==> config.mk <==
export PLATFORM = sky130hd
export DESIGN_NAME = mvm_engine
export DESIGN_NICKNAME = d
export VERILOG_FILES = /design/src/rtl/mvm_pkg.sv /design/src/rtl/mvm_mac.sv /design/src/rtl/mvm_engine.sv
export SDC_FILE = /design/constraint.sdc
export NUM_CORES = 1
export LEC_CHECK = 0
export CAP_MARGIN = 20
export CORE_UTILIZATION = 45
export DETAILED_ROUTE_END_ITERATION = 8
export SYNTH_ARGS = -nofsm -noshare
export SYNTH_HDL_FRONTEND = slang
export SYNTH_SLANG_ARGS = --single-unit
export TNS_END_PERCENT = 10
==> constraint.sdc <==
create_clock -name clk -period 20.1 [get_ports clk]
set_input_delay 2.01 -clock clk [delete_from_list [all_inputs] [get_ports clk]]
set_output_delay 2.01 -clock clk [all_outputs]
set_load 0.02 [all_outputs]
==> src/rtl/mvm_pkg.sv <==
// mvm_pkg: shared state encoding, default sizing and
// accumulator clamp limits for the matrix-vector engine.
package mvm_pkg;

    typedef enum logic [2:0] {
        S_IDLE,
        S_LOAD_W,
        S_LOAD_X,
        S_COMPUTE,
        S_OUTPUT
    } state_t;

    localparam int DEF_DATA_W   = 8;
    localparam int DEF_N_IN     = 8;
    localparam int DEF_N_OUT    = 4;
    localparam int DEF_ACC_W    = 24;
    localparam bit DEF_SATURATE = 1'b1;

    function automatic logic signed [63:0] sat_max(input int acc_w);
        return (64'sd1 <<< (acc_w - 1)) - 64'sd1;
    endfunction

    function automatic logic signed [63:0] sat_min(input int acc_w);
        return -(64'sd1 <<< (acc_w - 1));
    endfunction

endpackage

==> src/rtl/mvm_mac.sv <==
// mvm_mac: one signed multiply-accumulate step with a guard
// bit for overflow detection, clamp or wrap, and sticky flag.
module mvm_mac
    import mvm_pkg::*;
#(
    parameter int DATA_W   = DEF_DATA_W,
    parameter int ACC_W    = DEF_ACC_W,
    parameter bit SATURATE = DEF_SATURATE
) (
    input  logic signed [DATA_W-1:0] w,
    input  logic signed [DATA_W-1:0] x,
    input  logic signed [ACC_W-1:0]  acc,
    input  logic                     ovf_in,
    output logic signed [ACC_W-1:0]  sum,
    output logic                     ovf
);

    localparam int PW = 2 * DATA_W;
    localparam int EW = ACC_W + 1 - PW;

    localparam logic signed [ACC_W-1:0] MAX_V =
        ACC_W'(sat_max(ACC_W));
    localparam logic signed [ACC_W-1:0] MIN_V =
        ACC_W'(sat_min(ACC_W));

    logic signed [PW-1:0]  prod;
    logic signed [ACC_W:0] wide;
    logic                  hit;

    // Full-width product, one-bit-wider add, then clamp or wrap
    always_comb begin
        prod = $signed({{DATA_W{w[DATA_W-1]}}, w})
             * $signed({{DATA_W{x[DATA_W-1]}}, x});
        wide = $signed({acc[ACC_W-1], acc})
             + $signed({{EW{prod[PW-1]}}, prod});
        hit  = wide[ACC_W] ^ wide[ACC_W-1];
        sum  = wide[ACC_W-1:0];
        if (SATURATE && hit) begin
            sum = wide[ACC_W] ? MIN_V : MAX_V;
        end
        ovf = ovf_in | hit;
    end

endmodule

==> src/rtl/mvm_engine.sv <==
// mvm_engine: streams in weights and a vector, runs one MAC
// per cycle, and returns N_OUT results over valid/ready.
module mvm_engine
    import mvm_pkg::*;
#(
    parameter int DATA_W   = DEF_DATA_W,
    parameter int N_IN     = DEF_N_IN,
    parameter int N_OUT    = DEF_N_OUT,
    parameter int ACC_W    = DEF_ACC_W,
    parameter bit SATURATE = DEF_SATURATE
) (
    input  logic              clk,
    input  logic              rst,
    input  logic              start,
    input  logic              load_w,
    input  logic              in_valid,
    output logic              in_ready,
    input  logic [DATA_W-1:0] in_data,
    output logic              out_valid,
    input  logic              out_ready,
    output logic [ACC_W-1:0]  out_data,
    output logic              out_ovf,
    output logic              out_last,
    output logic              busy,
    output logic              finish
);

    localparam int IW = $clog2(N_IN);
    localparam int OW = (N_OUT > 1) ? $clog2(N_OUT) : 1;
    localparam logic [IW-1:0] I_LAST = IW'(N_IN - 1);
    localparam logic [OW-1:0] O_LAST = OW'(N_OUT - 1);

    state_t state, state_nx;

    logic [IW-1:0] i_cnt;
    logic [OW-1:0] o_cnt;
    logic [OW-1:0] k_cnt;
    logic [OW-1:0] k_nx;

    logic signed [DATA_W-1:0] w_mem [N_OUT][N_IN];
    logic signed [DATA_W-1:0] x_mem [N_IN];
    logic signed [ACC_W-1:0]  res   [N_OUT];
    logic [N_OUT-1:0]         ovf_buf;

    logic signed [ACC_W-1:0] acc;
    logic signed [ACC_W-1:0] acc_in;
    logic signed [ACC_W-1:0] mac_sum;
    logic                    acc_ovf;
    logic                    ovf_in;
    logic                    mac_ovf;

    logic in_fire, out_fire;
    logic i_last, o_last, k_last, mac_done;

    assign in_ready = (state == S_LOAD_W) || (state == S_LOAD_X);
    assign busy     = (state != S_IDLE);
    assign in_fire  = in_valid & in_ready;
    assign out_fire = out_valid & out_ready;
    assign i_last   = (i_cnt == I_LAST);
    assign o_last   = (o_cnt == O_LAST);
    assign k_last   = (k_cnt == O_LAST);
    assign k_nx     = k_cnt + 1'b1;
    assign mac_done = (state == S_COMPUTE) && i_last && o_last;
    assign acc_in   = (i_cnt == '0) ? '0 : acc;
    assign ovf_in   = (i_cnt == '0) ? 1'b0 : acc_ovf;

    mvm_mac #(
        .DATA_W  (DATA_W),
        .ACC_W   (ACC_W),
        .SATURATE(SATURATE)
    ) u_mac (
        .w     (w_mem[o_cnt][i_cnt]),
        .x     (x_mem[i_cnt]),
        .acc   (acc_in),
        .ovf_in(ovf_in),
        .sum   (mac_sum),
        .ovf   (mac_ovf)
    );

    // State register
    always_ff @(posedge clk or negedge rst) begin
        if (!rst) state <= S_IDLE;
        else      state <= state_nx;
    end

    // Next-state decode
    always_comb begin
        state_nx = state;
        unique case (state)
            S_IDLE: begin
                if (start) state_nx = load_w ? S_LOAD_W : S_LOAD_X;
            end
            S_LOAD_W: begin
                if (in_fire && i_last && o_last) state_nx = S_LOAD_X;
            end
            S_LOAD_X: begin
                if (in_fire && i_last) state_nx = S_COMPUTE;
            end
            S_COMPUTE: begin
                if (i_last && o_last) state_nx = S_OUTPUT;
            end
            S_OUTPUT: begin
                if (out_fire && k_last) state_nx = S_IDLE;
            end
            default: state_nx = S_IDLE;
        endcase
    end

    // Load indexing, operand storage and the MAC loop
    always_ff @(posedge clk or negedge rst) begin
        if (!rst) begin
            i_cnt   <= '0;
            o_cnt   <= '0;
            acc     <= '0;
            acc_ovf <= 1'b0;
            ovf_buf <= '0;
            for (int o = 0; o < N_OUT; o++) begin
                res[o] <= '0;
                for (int i = 0; i < N_IN; i++) w_mem[o][i] <= '0;
            end
            for (int i = 0; i < N_IN; i++) x_mem[i] <= '0;
        end else begin
            unique case (state)
                S_LOAD_W: begin
                    if (in_fire) begin
                        w_mem[o_cnt][i_cnt] <= in_data;
                        i_cnt <= i_last ? '0 : i_cnt + 1'b1;
                        if (i_last) o_cnt <= o_last ? '0 : o_cnt + 1'b1;
                    end
                end
                S_LOAD_X: begin
                    if (in_fire) begin
                        x_mem[i_cnt] <= in_data;
                        i_cnt <= i_last ? '0 : i_cnt + 1'b1;
                    end
                end
                S_COMPUTE: begin
                    acc     <= mac_sum;
                    acc_ovf <= mac_ovf;
                    i_cnt   <= i_last ? '0 : i_cnt + 1'b1;
                    if (i_last) begin
                        res[o_cnt]     <= mac_sum;
                        ovf_buf[o_cnt] <= mac_ovf;
                        o_cnt <= o_last ? '0 : o_cnt + 1'b1;
                    end
                end
                default: ;
            endcase
        end
    end

    // Registered result stream; the first word bypasses res
    // when the engine has a single output row
    always_ff @(posedge clk or negedge rst) begin
        if (!rst) begin
            out_valid <= 1'b0;
            out_data  <= '0;
            out_ovf   <= 1'b0;
            out_last  <= 1'b0;
            finish    <= 1'b0;
            k_cnt     <= '0;
        end else begin
            finish <= 1'b0;
            if (mac_done) begin
                out_valid <= 1'b1;
                out_data  <= (o_cnt == '0) ? mac_sum : res[0];
                out_ovf   <= (o_cnt == '0) ? mac_ovf : ovf_buf[0];
                out_last  <= (N_OUT == 1);
                k_cnt     <= '0;
            end else if (state == S_OUTPUT && out_fire) begin
                if (k_last) begin
                    out_valid <= 1'b0;
                    out_last  <= 1'b0;
                    finish    <= 1'b1;
                    k_cnt     <= '0;
                end else begin
                    out_data <= res[k_nx];
                    out_ovf  <= ovf_buf[k_nx];
                    out_last <= (k_nx == O_LAST);
                    k_cnt    <= k_nx;
                end
            end
        end
    end

endmodule

==> results of run 1 <==
-- worst min-delay path by stage --
stage / from / endpoint / slack [ns] / cells past startpoint
final: ovf_buf[1]$_DFFE_PN0P_ / ovf_buf[1]$_DFFE_PN0P_ / 0.48 / 2
after global routing: res[12]$_DFFE_PN0P_ / res[12]$_DFFE_PN0P_ / 0.49 / 2
after CTS: ovf_buf[1]$_DFFE_PN0P_ / ovf_buf[1]$_DFFE_PN0P_ / 0.48 / 2
after detailed placement: acc[12]$_DFFE_PN0P_ / acc[12]$_DFFE_PN0P_ / 0.46 / 2
after global placement: res[30]$_DFFE_PN0P_ / res[30]$_DFFE_PN0P_ / 0.46 / 2
after floorplan: acc[12]$_DFFE_PN0P_ / acc[12]$_DFFE_PN0P_ / 0.44 / 2
-- sequential cells by signal (all words and copies together), names as in the netlist, 2 cells and up --
| register | cells |
|---|---|
| acc | 24 |
| i_cnt | 3 |
| k_cnt | 2 |
| o_cnt | 2 |
| out_data | 24 |
| ovf_buf | 4 |
| res | 96 |
| state | 3 |
| w_mem | 256 |
| x_mem | 64 |
-- per-stage QoR --
| step | worst slack [ns] | hold WS (ns) |
|---|---|---|
| finish | 11.01 | 0.476 |
| floorplan | 12.07 | 0.438 |
| detailed placement | 11.01 | 0.461 |
| global placement | 11.18 | 0.456 |
| global route | 10.35 | 0.494 |
| CTS | 10.93 | 0.478 |
-- layout by cell type, fill, tap and decap left out, types with 45 or more instances in the layout --
| cell type | instances |
|---|---|
| a22oi_1 | 45 |
| clkbuf_16 | 52 |
| dfrtp_1 | 480 |
| fa_1 | 108 |
| ha_1 | 65 |
| inv_1 | 109 |
| mux2_2 | 335 |
| mux4_2 | 89 |
| nand2_1 | 224 |
| nor2_1 | 59 |
| o21ai_0 | 127 |
-- area by class of cell --
| class | instances | share of cell area, % |
|---|---|---|
| inverters | 112 | 1.46 |
| clock buffers | 79 | 5.28 |
| multi-input cells | 1364 | 45.0 |
| repair buffers | 75 | 2.43 |
| well taps | 756 | 3.28 |
| flip-flops and latches | 483 | 41.9 |
| clock inverters | 17 | 0.633 |
-- critical path, cell delays in order (launching register included) --
cell      delay, ns
dfrtp_4        0.91
buf_4          0.70
mux4_2         0.58
a22oi_1        0.15
nand2_1        0.18
nor3_1         0.67
nor2_1         0.14
fa_1           0.54
inv_1          0.06
fa_1           0.53
inv_1          0.05
fa_1           0.45
fa_1           0.49
inv_1          0.05
fa_1           0.49
inv_1          0.04
ha_1           0.32
o21ai_0        0.14
o21ai_1        0.22
and4_1         0.28
o211a_1        0.26
nand2_1        0.11
o211ai_2       0.15
nand2_1        0.56
a21oi_1        0.59
o21ai_0        0.17
-- logic make-up (layout without fill, tap and decap cells) --
kind of cell / after synthesis / in the layout / synth area share [%]
DFF: 483 / 483 / 46.6
muxes: 432 / 432 / 22.6
and+or+nand+nor: 420 / 420 / 7.31
AOI/OAI and AO/OA: 313 / 313 / 7.51
buffers and inverters: 239 / 283 / 3.52
adders and majority gates: 177 / 177 / 11.6
xor gates and xnor gates: 22 / 22 / 0.816
-- routing by layer --
metal  vias to the layer above  share of wire (%)
met5                         -                  0
met4                         0                2.7
met3                        92                3.7
met2                       320                 48
met1                      8498                 45
li1                       7383                  -
==> impl_metrics.tcl, run 1 <==
set metrics [dict create \
    skew_ns 0.0600 \
    cts_resized 0 \
    grt_max_degree 186 \
    fin_cells 2886 \
    first_pass_iters 5 \
    postCtsSetupBuffers 0 \
    register_area_mm2 0.0121 \
    post-route-min-period_ns 9.09 \
    crit_type "flip-flop to flip-flop" \
    io_pins 44 \
    initial_core_util_pct 45.7 \
    busiest_layer "met2" \
    cts_tree "yes" \
    antenna_found_initial 1 \
    cts.path.max_buffers 3 \
    cp_data_arrival_time_ns 9.51 \
    yosysMostFrequentCell "dfrtp_1" \
    crit_required_ns 20.52 \
    clock_latency_ns 0.63 \
    vias 16300 \
    cts-buffers-inserted 52 \
    regToRegEndpoint "res[17]$_DFFE_PN0P_" \
    grt_pass1_wl_mm 98.7 \
    gp_congestion 0.827 \
    critPathLaunch "o_cnt[0]$_DFFE_PN0P_" \
    yosysSeqAreaShare_pct 46.6 \
    end_kind "flip-flop" \
    synth_area_per_cell_um2 12.4 \
    hpwl_mm 40.2 \
    hold_viol_final 0 \
    rsz0062_at_grt "no" \
    grt_usage_pct 21.3 \
    maxCapViolCount 0 \
    placed_area_mm2 0.0271 \
    tightest_slew_ns 1.07 \
    cp-start-kind "flip-flop" \
    clockRootBuffer "clkbuf_16" \
    reg2reg_depth 25 \
    synthFlopType "dfrtp_1" \
    dieArea_mm2 0.0586 \
    status "complete, no violations" \
    core_area_mm2 0.0567 \
    synth_edf_count 0 \
    cp_max_fo 36 \
    n_fill_cell 4859 \
    grt_pass1_vias 17100 \
    fin_area_mm2 0.0288 \
    yosysUniqueCellTypes 62 \
    drt_iter0_drc 1062 \
    wl_per_cell_um 21.1 \
    hold_buffers 0 \
    row_count 87 \
    met3_usage_pct 2.89 \
    synth_top_area_share_pct 46.6 \
    synth_area_mm2 0.0259 \
    grtUsageMet1_pct 29.3 \
    max_slew_margin_pct 28.3 \
    reg2reg_slack_ns 11.01 \
    die_h_um 242 \
    timing.fmax_ghz 0.110 \
    syn-num-nets 2273 \
    viasPerCell 5.65 \
    routed_wl_mm 60.9 \
    antennaDiodeCount 0 \
    final_net_count 2275 \
    crit_end "res[17]$_DFFE_PN0P_" \
    multiInputGateArea_mm2 0.0130 \
    r2r_start "o_cnt[0]$_DFFE_PN0P_" \
    use_met2_pct 35.3 \
    synth-async-reset-ratio_pct 100 \
    ant_nets 0 \
    drc 0 \
    finalSetupTns_ns 0 \
    synth_top_area_cell "dfrtp_1" \
    synth_area_leaders "dfrtp_1 (47%), mux2_2 (15%), fa_1 (8.3%)" \
    ys_ff_latch 483 \
    io_buffers 43 \
    path_clk_slew_ns 0.06 \
    setup_viol 0 \
    grt-ovfl-total 0 \
    synthCells 2086 \
    hold_class "flip-flop to flip-flop" \
    cts.sinks 483 \
    drv_slew 0 \
    drive_above_1_share_pct 26.7 \
    synthToLayoutAreaGrowth_pct 11.3 \
    placed_cells 2790 \
    period_share_pct 45.2 \
    final_util_pct 50.9 \
    synthTopCellsByCount "dfrtp_1 (483), mux2_2 (335), nand2_1 (224)" \
    chipWidth_um 242 \
    htreeDepth 2 \
    yosysWarnings 0 \
]
Power of run 1 is not shown: default switching activity piles up to over one toggle a cycle in this logic, so the estimate is an artifact.
==> run 2, diff against run 1 <==
Clock period 20.1 ns to 8.4 ns, I/O delays scaled along.
==> impl_metrics.tcl, run 2 (same netlist as run 1, synthesis figures left out) <==
set metrics [dict create \
    row_count 87 \
    cts-buffers-inserted 51 \
    cts.path.max_buffers 3 \
    finalSetupTns_ns 0 \
    hold_viol_final 0 \
    htreeDepth 2 \
    end_kind "flip-flop" \
    first_pass_iters 5 \
    ant_nets 0 \
    cp-start-kind "flip-flop" \
    crit_type "flip-flop to flip-flop" \
    maxCapViolCount 0 \
    final_net_count 2303 \
    met2_length_mm 30.5 \
    period_share_pct 92.8 \
    setup_ws_ns 0.607 \
    io_pins 44 \
    cts_tree "yes" \
    grt_max_degree 146 \
    hpwl_mm 41.6 \
    hold_class "input pin to asynchronous set/reset pin" \
    regMostFlops "w_mem" \
    grt_pass1_wl_mm 100 \
    drt_iter0_drc 1028 \
    placed_area_mm2 0.0274 \
    hold_buffers 0 \
    setup_viol 0 \
    largest_register_ffs 256 \
    initial_core_util_pct 45.7 \
    dpl_worst_slack_ns 0.389 \
    timing.fmax_ghz 0.128 \
    dr.max_layer_used "met4" \
    path_clk_slew_ns 0.06 \
    wl_met3_mm 2.23 \
    rsz0062_at_grt "no" \
    post-route-min-period_ns 7.79 \
    cts.sinks 483 \
    antenna_found_initial 0 \
    fin_area_mm2 0.0293 \
    wirelength_met1_mm 27.6 \
    drive_above_1_share_pct 28.0 \
    skew_ns 0.0255 \
    grt_usage_pct 21.8 \
    antennaDiodeCount 0 \
    mostFrequentLayoutCells "dfrtp_1 (480), mux2_2 (335), nand2_1 (224), o21ai_0 (127), inv_1 (109)" \
    io_buffers 43 \
    crit_required_ns 8.85 \
    drv_slew 0 \
    tightest_slew_ns 1.06 \
    synthToLayoutAreaGrowth_pct 12.9 \
    gp_congestion 0.833 \
    vias 16400 \
    die_h_um 242 \
    drc 0 \
    clock_latency_ns 0.61 \
    cp_max_fo 23 \
    viasPerCell 5.62 \
    routed_wl_mm 62.1 \
    max_slew_margin_pct 29.6 \
    dieArea_mm2 0.0586 \
    n_fill_cell 4864 \
    top_regs "w_mem x256, res x96, x_mem x64" \
    status "complete, no violations" \
    core_area_mm2 0.0567 \
    wl_per_cell_um 21.3 \
    grt-ovfl-total 0 \
    grt_pass1_vias 17400 \
    cp_data_arrival_time_ns 8.24 \
    chipWidth_um 242 \
    clockRootBuffer "clkbuf_16" \
    layout_commonest_cell "dfrtp_1" \
]
[run 2: cell type report]
type | instances | area [um^2] | area share, %
multi-input cells | 1364 | 13000 | 44.4
flip-flops and latches | 483 | 12100 | 41.3
clock buffers | 72 | 1500 | 5.11
repair buffers | 104 | 991 | 3.38
well taps | 756 | 946 | 3.23
inverters | 112 | 420 | 1.44
clock inverters | 22 | 334 | 1.14
[run 2: worst max-delay path, cell delays in order, from the launching register on]
cell and delay (ns):
dfrtp_4 0.67, buf_4 0.33, mux4_2 0.34, a22oi_1 0.40, nand2_1 0.21, nor3_1 0.29
nor2_1 0.11, fa_1 0.55, inv_1 0.06, fa_1 0.52, inv_1 0.05, fa_1 0.45
fa_1 0.49, inv_1 0.05, fa_1 0.50, inv_1 0.04, ha_1 0.32, o21ai_0 0.14
o21ai_1 0.22, and4_1 0.28, o211a_1 0.25, nand2_1 0.11, o211ai_2 0.16, nand2_1 0.24
buf_4 0.26, a21oi_1 0.41, a221oi_1 0.18
[run 2: routing by layer]
layer / up-vias / global-route usage [%]
met1: 8526 / 29.5
met2: 312 / 36.4
met4: 0 / 6.85
li1: 7446 / -
met5: - / 0
met3: 95 / 2.92
[run 2: final timing paths]
| check | startpoint | endpoint | slack [ns] | cells after the start |
|---|---|---|---|---|
| setup / recovery | o_cnt[1]$_DFFE_PN0P_ | out_data[3]$_DFFE_PN0P_ | 0.61 | 26 |
| min in group clk | res[30]$_DFFE_PN0P_ | res[30]$_DFFE_PN0P_ | 0.47 | 2 |
| setup reg to reg | o_cnt[1]$_DFFE_PN0P_ | out_data[3]$_DFFE_PN0P_ | 0.61 | 26 |
| hold reg to reg | res[30]$_DFFE_PN0P_ | res[30]$_DFFE_PN0P_ | 0.47 | 2 |
| hold / removal | rst | res[7]$_DFFE_PN0P_ | 0.33 | 1 |
| max in group asynchronous | rst | w_mem[138]$_DFFE_PN0P_ | 6.16 | 3 |
[run 2: stage by stage]
step | hold slack, ns | util [%] | std cells
floorplan | 0.438 | - | 2086
CTS | 0.344 | 51.5 | 2910
global route | 0.382 | 51.6 | 2913
finish | 0.328 | 51.6 | 2913
detailed placement | 0.462 | 48.2 | 2816
global placement | 0.455 | 48.2 | 2816
[run 2: repair_timing]
action | CTS | global route
buffers inserted | 0 | 1
setup endpoints to repair | 0 | 67
resized for setup | 0 | 4
Power of run 2 is left out for the same reason.
==> run 3, diff against run 2 <==
--- a/config.mk
+++ b/config.mk
@@ -9,4 +9,5 @@
 export CORE_UTILIZATION = 45
 export DETAILED_ROUTE_END_ITERATION = 8
+export MAX_ROUTING_LAYER = met4
 export SYNTH_ARGS = -nofsm -noshare
 export SYNTH_HDL_FRONTEND = slang
==> constraint.sdc (replaced) <==
create_clock -name clk -period 8.4 [get_ports clk]
set_input_delay 1.26 -clock clk [delete_from_list [all_inputs] [get_ports clk]]
set_output_delay 1.26 -clock clk [all_outputs]
set_load 0.02 [all_outputs]
==> impl_metrics.tcl, run 3 (same netlist as run 1, synthesis figures left out) <==
set metrics [dict create \
    grt_pass1_wl_mm 100 \
    hpwl_mm 41.9 \
    max_slew_margin_pct 26.1 \
    hold_viol_final 0 \
    finalSetupTns_ns 0 \
    holdWs_ns 0.478 \
    period_share_pct 94.5 \
    drive_above_1_share_pct 27.9 \
    routed_wl_mm 61.5 \
    skew_ns 0.0201 \
    regMostFlops "w_mem" \
    viasPerCell 5.61 \
    maxCapViolCount 0 \
    cts_resized 0 \
    io_pins 44 \
    wl_per_cell_um 21.1 \
    grt_max_degree 179 \
    vias 16300 \
    die_h_um 242 \
    whs_path_depth 2 \
    row_count 87 \
    antenna_found_initial 1 \
    wirelength_met1_mm 27.6 \
    cp_max_fo 16 \
    cts.sinks 483 \
    grt-ovfl-total 0 \
    layout_commonest_cell "dfrtp_1" \
    crit_type "flip-flop to flip-flop" \
    core_area_mm2 0.0567 \
    dr.max_layer_used "met4" \
    crit_required_ns 8.85 \
    cts_tree "yes" \
    first_pass_iters 5 \
    path_clk_slew_ns 0.06 \
    post-route-min-period_ns 7.94 \
    setup_viol 0 \
    final_net_count 2302 \
    chipWidth_um 242 \
    drv_slew 0 \
    synthToLayoutAreaGrowth_pct 12.5 \
    cp-start-kind "flip-flop" \
    hold_buffers 0 \
    wl_met3_mm 2.29 \
    io_buffers 43 \
    grt_pass1_vias 17500 \
    cp_data_arrival_time_ns 8.39 \
    drc 0 \
    status "complete, no violations" \
    top_regs "w_mem x256, res x96, x_mem x64" \
    initial_core_util_pct 45.7 \
    drt_iter0_drc 1011 \
    dieArea_mm2 0.0586 \
    rsz0062_at_grt "no" \
    htreeDepth 2 \
    postCtsSetupBuffers 0 \
    tightest_slew_ns 1.10 \
    gp_congestion 0.850 \
    clockRootBuffer "clkbuf_16" \
    hold_class "flip-flop to flip-flop" \
    timing.fmax_ghz 0.126 \
    grt_usage_pct 22.3 \
    mostFrequentLayoutCells "dfrtp_1 (480), mux2_2 (335), nand2_1 (224), o21ai_0 (127), inv_1 (109)" \
    met2_length_mm 30.1 \
    cts.path.max_buffers 3 \
    largest_register_ffs 256 \
    final_util_pct 51.4 \
    reg2reg_depth 24 \
    ant_nets 0 \
    end_kind "flip-flop" \
    cts-buffers-inserted 51 \
    clock_latency_ns 0.61 \
]
-- run 3: changes by cell type in the layout (fill, tap and decap cells not counted), moves of 2 or more --
| cell | delta |
|---|---|
| clkinvlp_4 | -2 |
| a21oi_1 | -2 |
| clkinv_2 | +4 |
| a21oi_2 | +2 |
| bufinv_16 | -3 |
| clkbuf_1 | +2 |
| clkbuf_8 | -3 |
-- run 3: worst max-delay path, cell delays in order, from the launching register on --
cell and delay (ns):
dfrtp_1 0.56, clkinv_1 0.30, nand3_1 0.24, o22ai_1 0.10, or4_1 0.60, or2_2 0.36, fa_1 0.63, fa_1 0.73
inv_1 0.24, fa_1 0.53, inv_1 0.05, fa_1 0.47, inv_1 0.04, ha_1 0.28, ha_1 0.35, and4_1 0.26
a311o_1 0.32, a21oi_1 0.21, o2bb2ai_1 0.17, a21oi_2 0.10, xnor2_4 0.25, nand2_1 0.16, buf_4 0.24, a21oi_1 0.42
o21ai_0 0.17
-- run 3: final timing paths --
check,from,endpoint,slack [ns]
worst max-delay path,i_cnt[1]$_DFFE_PN0P_,res[1]$_DFFE_PN0P_,0.46
worst min-delay path,res[18]$_DFFE_PN0P_,res[18]$_DFFE_PN0P_,0.48
worst max register to register,i_cnt[1]$_DFFE_PN0P_,res[1]$_DFFE_PN0P_,0.46
worst min register to register,res[18]$_DFFE_PN0P_,res[18]$_DFFE_PN0P_,0.48
max in group asynchronous,rst,w_mem[113]$_DFFE_PN0P_,6.33
min in group asynchronous,rst,res[31]$_DFFE_PN0P_,0.62
-- run 3: per-stage QoR --
stage | cells | cell area, um^2 | setup slack, ns
final | 2912 | 29200 | 0.463
after global routing | 2912 | 29200 | 0.0475
after CTS | 2908 | 29100 | 0.335
after detailed placement | 2815 | 27400 | 0.362
after global placement | 2815 | 27400 | 0.568
after floorplan | 2086 | 25900 | 0.371
-- run 3: final cells by class --
class	count	area, um^2
Fill cell	4943	27500
Clock inverter	22	260
Timing Repair Buffer	103	993
Multi-Input combinational cell	1364	13000
Antenna cell	1	2.50
Clock buffer	71	1460
Sequential cell	483	12100
Tap cell	756	946
Inverter	112	420
-- run 3: routing by layer --
layer | global-route usage [%] | vias to the layer above
met5 | - | -
met4 | 6.78 | 0
met3 | 3.09 | 98
met2 | 36.2 | 308
met1 | 29.1 | 8507
li1 | - | 7435
Power of run 3 is left out for the same reason.
